<file path="src/rtl/axis_reg_capture.sv">
// ----------------------------------------------------------------------------
// axis_reg_capture
//
// Purpose:
//   AXI-Stream sink that captures one accepted beat out of every DECIM into a
//   holding register. The register is held until the next capture. Sticky
//   flags tell the consumer that a capture is pending and that a capture
//   overwrote data it had not yet acknowledged.
//
// Parameters:
//   DIN_WIDTH      width of the stream payload and of data_out
//   DECIM          decimation ratio (1..65535); DECIM=1 captures every beat
//
// Ports:
//   aclk           sole clock, all logic on the rising edge
//   aresetn        asynchronous active-low reset
//   enable         synchronous run enable (IDLE <-> RUN)
//   s_axis_tdata   stream payload
//   s_axis_tvalid  payload valid
//   s_axis_tready  sink ready; high only in RUN, registered
//   ack            consumer acknowledge, clears data_valid
//   overrun_clr    clears overrun
//   data_out       last captured payload
//   data_valid     sticky: an unacknowledged capture is present
//   update         one-cycle pulse in the first cycle data_out shows new data
//   overrun        sticky: a capture happened while data_valid was set
//   capture_count  number of captures, modulo 2^16
// ----------------------------------------------------------------------------
module axis_reg_capture #(
   parameter int unsigned DIN_WIDTH = 16,
   parameter int unsigned DECIM     = 1
) (
   input  logic                 aclk,
   input  logic                 aresetn,
   input  logic                 enable,
   input  logic [DIN_WIDTH-1:0] s_axis_tdata,
   input  logic                 s_axis_tvalid,
   output logic                 s_axis_tready,
   input  logic                 ack,
   input  logic                 overrun_clr,
   output logic [DIN_WIDTH-1:0] data_out,
   output logic                 data_valid,
   output logic                 update,
   output logic                 overrun,
   output logic [15:0]          capture_count
);

   // Decimation counter sized for 0..DECIM-1; at least one bit so DECIM=1
   // still yields a legal (constant-zero) counter.
   localparam int unsigned      CNT_W   = (DECIM > 1) ? $clog2(DECIM) : 1;
   localparam logic [CNT_W-1:0] CNT_MAX = CNT_W'(DECIM - 1);
   localparam logic [CNT_W-1:0] CNT_ONE = CNT_W'(1);
   localparam logic [15:0]      CAP_ONE = 16'd1;

   typedef enum logic [0:0] {
      ST_IDLE = 1'b0,
      ST_RUN  = 1'b1
   } state_t;

   state_t               r_state;
   logic                 r_tready;
   logic [CNT_W-1:0]     r_cnt;
   logic [DIN_WIDTH-1:0] r_data;
   logic                 r_valid;
   logic                 r_update;
   logic                 r_overrun;
   logic [15:0]          r_count;

   logic                 w_accept;
   logic                 w_capture;
   logic                 w_overrun_set;

   // Handshake and capture qualification. tready comes from a register, so
   // acceptance never feeds back combinationally into tready.
   always_comb begin
      w_accept      = s_axis_tvalid & r_tready;
      w_capture     = w_accept & (r_cnt == CNT_MAX);
      // A capture acknowledged on the same edge does not count as an overrun.
      w_overrun_set = w_capture & r_valid & ~ack;
   end

   // Run/idle state machine; tready is registered alongside the state so it
   // is high exactly while the machine is in RUN.
   always_ff @(posedge aclk or negedge aresetn) begin
      if (!aresetn) begin
         r_state  <= ST_IDLE;
         r_tready <= 1'b0;
      end else begin
         case (r_state)
            ST_IDLE: begin
               if (enable) begin
                  r_state  <= ST_RUN;
                  r_tready <= 1'b1;
               end else begin
                  r_state  <= ST_IDLE;
                  r_tready <= 1'b0;
               end
            end
            ST_RUN: begin
               if (!enable) begin
                  r_state  <= ST_IDLE;
                  r_tready <= 1'b0;
               end else begin
                  r_state  <= ST_RUN;
                  r_tready <= 1'b1;
               end
            end
            default: begin
               r_state  <= ST_IDLE;
               r_tready <= 1'b0;
            end
         endcase
      end
   end

   // Decimation counter: held at zero in IDLE so a partial count from an
   // interrupted run never carries into the next run.
   always_ff @(posedge aclk or negedge aresetn) begin
      if (!aresetn) begin
         r_cnt <= '0;
      end else if (r_state == ST_IDLE) begin
         r_cnt <= '0;
      end else if (w_accept) begin
         if (r_cnt == CNT_MAX) begin
            r_cnt <= '0;
         end else begin
            r_cnt <= r_cnt + CNT_ONE;
         end
      end else begin
         r_cnt <= r_cnt;
      end
   end

   // Capture register, update pulse and capture counter. Leaving RUN does
   // not touch the captured data or the count.
   always_ff @(posedge aclk or negedge aresetn) begin
      if (!aresetn) begin
         r_data   <= '0;
         r_update <= 1'b0;
         r_count  <= 16'd0;
      end else if (w_capture) begin
         r_data   <= s_axis_tdata;
         r_update <= 1'b1;
         r_count  <= r_count + CAP_ONE;
      end else begin
         r_data   <= r_data;
         r_update <= 1'b0;
         r_count  <= r_count;
      end
   end

   // Sticky flags: a capture takes priority over the clear that shares
   // its edge, for both data_valid and overrun.
   always_ff @(posedge aclk or negedge aresetn) begin
      if (!aresetn) begin
         r_valid   <= 1'b0;
         r_overrun <= 1'b0;
      end else begin
         if (w_capture) begin
            r_valid <= 1'b1;
         end else if (ack) begin
            r_valid <= 1'b0;
         end else begin
            r_valid <= r_valid;
         end

         if (w_overrun_set) begin
            r_overrun <= 1'b1;
         end else if (overrun_clr) begin
            r_overrun <= 1'b0;
         end else begin
            r_overrun <= r_overrun;
         end
      end
   end

   assign s_axis_tready = r_tready;
   assign data_out      = r_data;
   assign data_valid    = r_valid;
   assign update        = r_update;
   assign overrun       = r_overrun;
   assign capture_count = r_count;

endmodule

</file>
<file path="config.mk">
export PLATFORM = sky130hd
export DESIGN_NAME = axis_reg_capture
export DESIGN_NICKNAME = d
export VERILOG_FILES = /design/src/rtl/axis_reg_capture.sv
export SDC_FILE = /design/constraint.sdc
export NUM_CORES = 1
export LEC_CHECK = 0
export BUFFER_PORTS_ARGS = -buffer_cell sky130_fd_sc_hd__buf_4
export CORE_UTILIZATION = 43
export CTS_CLUSTER_DIAMETER = 30
export CTS_CLUSTER_SIZE = 25
export DETAILED_ROUTE_END_ITERATION = 8
export GPL_TIMING_DRIVEN = 0
export PLACE_DENSITY_LB_ADDON = 0.05
export RECOVER_POWER = 50
export SLEW_MARGIN = 10
export SYNTH_ARGS = -nofsm -noshare
export SYNTH_HDL_FRONTEND = slang
export SYNTH_SLANG_ARGS = --single-unit
</file>
<file path="constraint.sdc">
create_clock -name aclk -period 1.6 [get_ports aclk]
set_input_delay 0.08 -clock aclk [delete_from_list [all_inputs] [get_ports aclk]]
set_output_delay 0.08 -clock aclk [all_outputs]
set_load 0.05 [all_outputs]
</file>
# Word-level counts from Yosys, hierarchy flattened
# Index checks and enable logic that the tools add are counted.
# word_totals
reg_bits,37
in_bits,22
output_inout_bits,36
elab_cells,27
# classes
add_sub_neg,2
n_eq_ne,1
n_mux,9
bitwise_logic,6
reduce_logical,2
# ops
cell,n
"16-bit by 1-bit adder with 16-bit output, second input constant",1
1-bit two-way mux,9
1-bit AND,4
2-bit nonzero test,2
"2-bit by 1-bit != test with 1-bit output, second input constant",1
1-bit inverter,2
"1-bit adder, second input constant",1

# Longest topological paths before layout
# logic_depth
word_depth,5
mapped_depth,5
mapped_depth_nobuf,5

# Worst setup path before layout
# Ideal clock, no wire load.
# synth_timing
kind,register to register
startpoint,register r_count[0] (netlist: capture_count[0])
endpoint,register r_count[8] (netlist: capture_count[8])
setup_time_ns,0.082
t_arrival_ns,1.563
t_required_ns,1.518
path_slack_ns,-0.045
stages_incl_launch_ff,6
n_path_buf,0
period_less_slack_ns,1.645
cell_sequence,dfrtp_1 -> ha_1 -> nand4_1 -> nor2_4 -> and3_2 -> xor2_1
# synth_between
elab_chain_cells,1
# synth_lines
item,line,source
start: declaration,67,logic [15:0] r_count;
start signal: assignment,144,r_count <= r_count + CAP_ONE;
start signal: assignment,148,r_count <= r_count;
16-bit by 1-bit adder with 16-bit output,144,
# No other way between the ends.
# A chain may end at the register's enable or synchronous reset.

# Worst setup path in the final report
# Same ends and word-level chain as after synthesis.

==> summary.md <==
| Metric | Value |
|---|---|
| Crit-path max FO | 4 |
| Synth top area share | between 60% and 70% |
| Number of distinct library cells after synthesis | 21 |
| Setup_tns | 0 ns |
| Most common cell in the netlist | nand2_1 |
| Final hold vios | 0 |
| Largest stage delay, worst path | 0.41 ns |
| Tcrit/Tclk final | 86.3% |
| Dpl hpwl | 2050 um |
| Peak supply drop | about 0.00074 V |
| Reg-to-reg critical path endpoint | capture_count[8]$_DFFE_PN0P_ |
| Synth Net Count | about 160 |
| Mapped Cells | about 140 |
| Residual DRC | 0 |
| Ant diodes | 0 |
| Hold Path Sink | data_valid$_DFFE_PN0P_ |
| Reg2Reg Depth | 5 |
| Clock root buffer | clkbuf_4 |
| Clock Path Buffers | 2 |
| Vias | between 1,000 and 1,500 |
| Site Rows | 20 |
| CTS tree | built |
| Post-CTS Resized | 0 |
| Worst setup margin | 0.218 ns |
| Post-route ant nets | 0 |
| Die Height | 60.1 um |
| Avg WL per Cell | between 10 and 15 um |
| Compound-Gate Fraction of Synth Area | less than 1% |
| Total grt overflow | 0 |
| Multiplexer share of the synthesized area | 0% |
| YS warnings | 0 |
| Worst-margin pin slew | approximately 0.86 ns |
| RSZ-0062 raised after global routing | no |
| Clk_lat worst skew | roughly 0.33 ns |
| Max Clock Freq | between 700 and 800 MHz |
| Main synth FF type | dfrtp_1 |
| Core Area | 3130 um^2 |
| Post-Synth Adder-Cell Area | less than 1% |
| WP data arrival | around 1.6 ns |
| CTS Buf Count | 5 |
| Fin. max-slew vios | 0 |
| Simple-Gate Fraction of Synth Area | about a quarter |
| Netlist Area Pre-Place | 1450 um^2 |
| Post-layout util | about two thirds |
| Post-synth ARST share | 100% |
| Outcome | complete, no violations |
| Synth area leader | dfrtp_1 |
| HP Start | ack |
| Worst-path cell chain | ha_1 > nand4_1 > nor2_4 > and3_2 > xor2_1 |
| GPL Wtd Cong | about 0.73 |
| IO Pins | 58 |
| Die W | between 60 and 70 um |
| Filler cell count in the final layout | between 200 and 300 |
| Mean Syn Cell Area | 10.4 um^2 |
| Worst Hold Class | in -> reg |
| Synth top area cells | dfrtp_1, nand2_1, xnor2_1 |
| Vias in the first global route | 1,189 |
| Skew final | around 0.008 ns |
| #FFs+latches synth | 36 |
| Via density per instance | ~4.6 |
| Clock sinks | 36 |
| Minimum clock period | 1.38 ns |
| Die area | between 3000 and 4000 um^2 |
| Post-synth EDFFs | 0 |
| Final setup fails | 0 |
| Seq/Total Area, Yosys | 62.1% |
| Hold_ws | slightly above 0.02 ns |
| Main combinational cell family by area after synthesis | simple AND/OR/NAND/NOR gates |
| H-tree Lvls | 2 |
| Crit Path Category | reg -> reg |
| Post-synth top cells | nand2_1, dfrtp_1, xnor2_1, nand4_1, xor2_1 |
| Power per cell area | 1190 nW/um^2 |
| Critical Path Start Type | register |
| Leak | 1.09 nW |
| Port buffer count | 57 |
| Pre-antenna DRT Iters | 4 |
| Worst Setup End Kind | register |
| Largest net degree at the start of global routing | 37 |
| Initial Utilization | around 46% |
| Post-Route WL | 3040 um |
| Xor-xnor portion of the synthesized cell area | under 10% |
| Slew HR | a little over two fifths |
| Share of layout cells above drive strength 1 | a little over a quarter |
| Hold Path Cell Cnt | 3 |
| Pre-CTS setup slack | about 0.23 ns |
| Max cap viols | 0 |
| Detailed Route Iter0 Violations | 23 |
| Post-layout nets | between 200 and 250 |
| Area delta synth->final | 46.2% |
| Tot GR Track Use | approximately 20% |
| R2R Setup Slk | 0.22 ns |
| Initial antenna violation count | 0 |
| WP data required | 1.85 ns |
| Clock Pin Slew Worst Setup and Hold Paths | 0.10 ns |
| Crit path max-delay cell type | dfrtp_2 |
| R2r startpoint | capture_count[0]$_DFFE_PN0P_ |
| First-pass GRT wire length | ~5000 um |
-- per-layer routing --
layer	track usage, %	wire length, um	share of wire, %
met1	22.6	1260	41
met2	34.4	1620	53
met3	4.76	127	4.2
met4	11.0	36	1.2
met5	0	0	0
-- how the worst max path moves through the flow --
stage,from,endpoint,slack (ns)
detailed placement,capture_count[0]$_DFFE_PN0P_,capture_count[8]$_DFFE_PN0P_,0.23
finish,capture_count[0]$_DFFE_PN0P_,capture_count[8]$_DFFE_PN0P_,0.22
floorplan,capture_count[4]$_DFFE_PN0P_,capture_count[11]$_DFFE_PN0P_,0.07
global route,capture_count[0]$_DFFE_PN0P_,capture_count[8]$_DFFE_PN0P_,0.1
CTS,capture_count[0]$_DFFE_PN0P_,capture_count[8]$_DFFE_PN0P_,0.19
global placement,capture_count[0]$_DFFE_PN0P_,capture_count[8]$_DFFE_PN0P_,0.24
-- power by group --
part | leakage [nW] | total (mW) | internal, mW | switching [mW]
clock | 0.0326 | 0.486 | 0.217 | 0.269
combinational | 0.593 | 0.886 | 0.264 | 0.622
sequential | 0.461 | 1.16 | 1.04 | 0.120
-- worst max-delay path, delay by kind of cell, from the launching register on --
| family | cells | cell delay (ns) |
|---|---|---|
| adder cells (fa/ha/maj) | 1 | 0.21 |
| AND/OR/NAND/NOR | 3 | 0.54 |
| flip-flops | 1 | 0.41 |
| XOR/XNOR | 1 | 0.14 |
-- flip-flops by register name, summed over array words and instances (netlist names) --
name and cells:
overrun 1, data_out 16, s_axis_tready 1, update 1, data_valid 1, capture_count 16
-- through the flow --
stage | total power, mW | cell area, um^2 | cells
2_1_floorplan | 1.76 | 1450 | 139
5_1_grt | 2.67 | 2120 | 267
3_3_place_gp | 2.06 | 1940 | 240
3_5_place_dp | 2.07 | 1940 | 240
4_1_cts | 2.60 | 2180 | 267
6_report | 2.53 | 2120 | 267
-- layout make-up --
type / count / area [um^2] / share of cell area [%]
Sequential cell: 36 / 903 / 42.6
Timing Repair Buffer: 76 / 556 / 26.2
Multi-Input combinational cell: 96 / 519 / 24.5
Clock buffer: 8 / 58.8 / 2.77
Tap cell: 44 / 55.1 / 2.60
Buffer: 4 / 17.5 / 0.826
Inverter: 3 / 11.3 / 0.531
-- logic make-up (layout without fill, tap and decap cells) --
family | count (synthesis) | after routing
compound gates | 1 | 1
simple gates | 79 | 79
flops | 36 | 36
xor+xnor | 15 | 15
fa+ha+maj | 1 | 1
buf+inv | 7 | 91
-- placed cells by master (no fill, tap or decap), types with 2 or more instances in the layout --
| cell type | n |
|---|---|
| dfrtp_2 | 2 |
| buf_2 | 2 |
| buf_4 | 39 |
| nand2_1 | 61 |
| nor2_1 | 2 |
| inv_1 | 3 |
| dfrtp_1 | 34 |
| xor2_1 | 4 |
| nand4_1 | 4 |
| clkbuf_1 | 20 |
| dlygate4sd3_1 | 19 |
| and3_2 | 2 |
| nand3_2 | 2 |
| xnor2_1 | 11 |
| clkbuf_4 | 6 |
-- timing repair --
item,in CTS,in global routing
setup buffers,0,0
hold buffers,19,0
endpoints found under the hold margin,54,0
(Power assumes the default switching activity.)
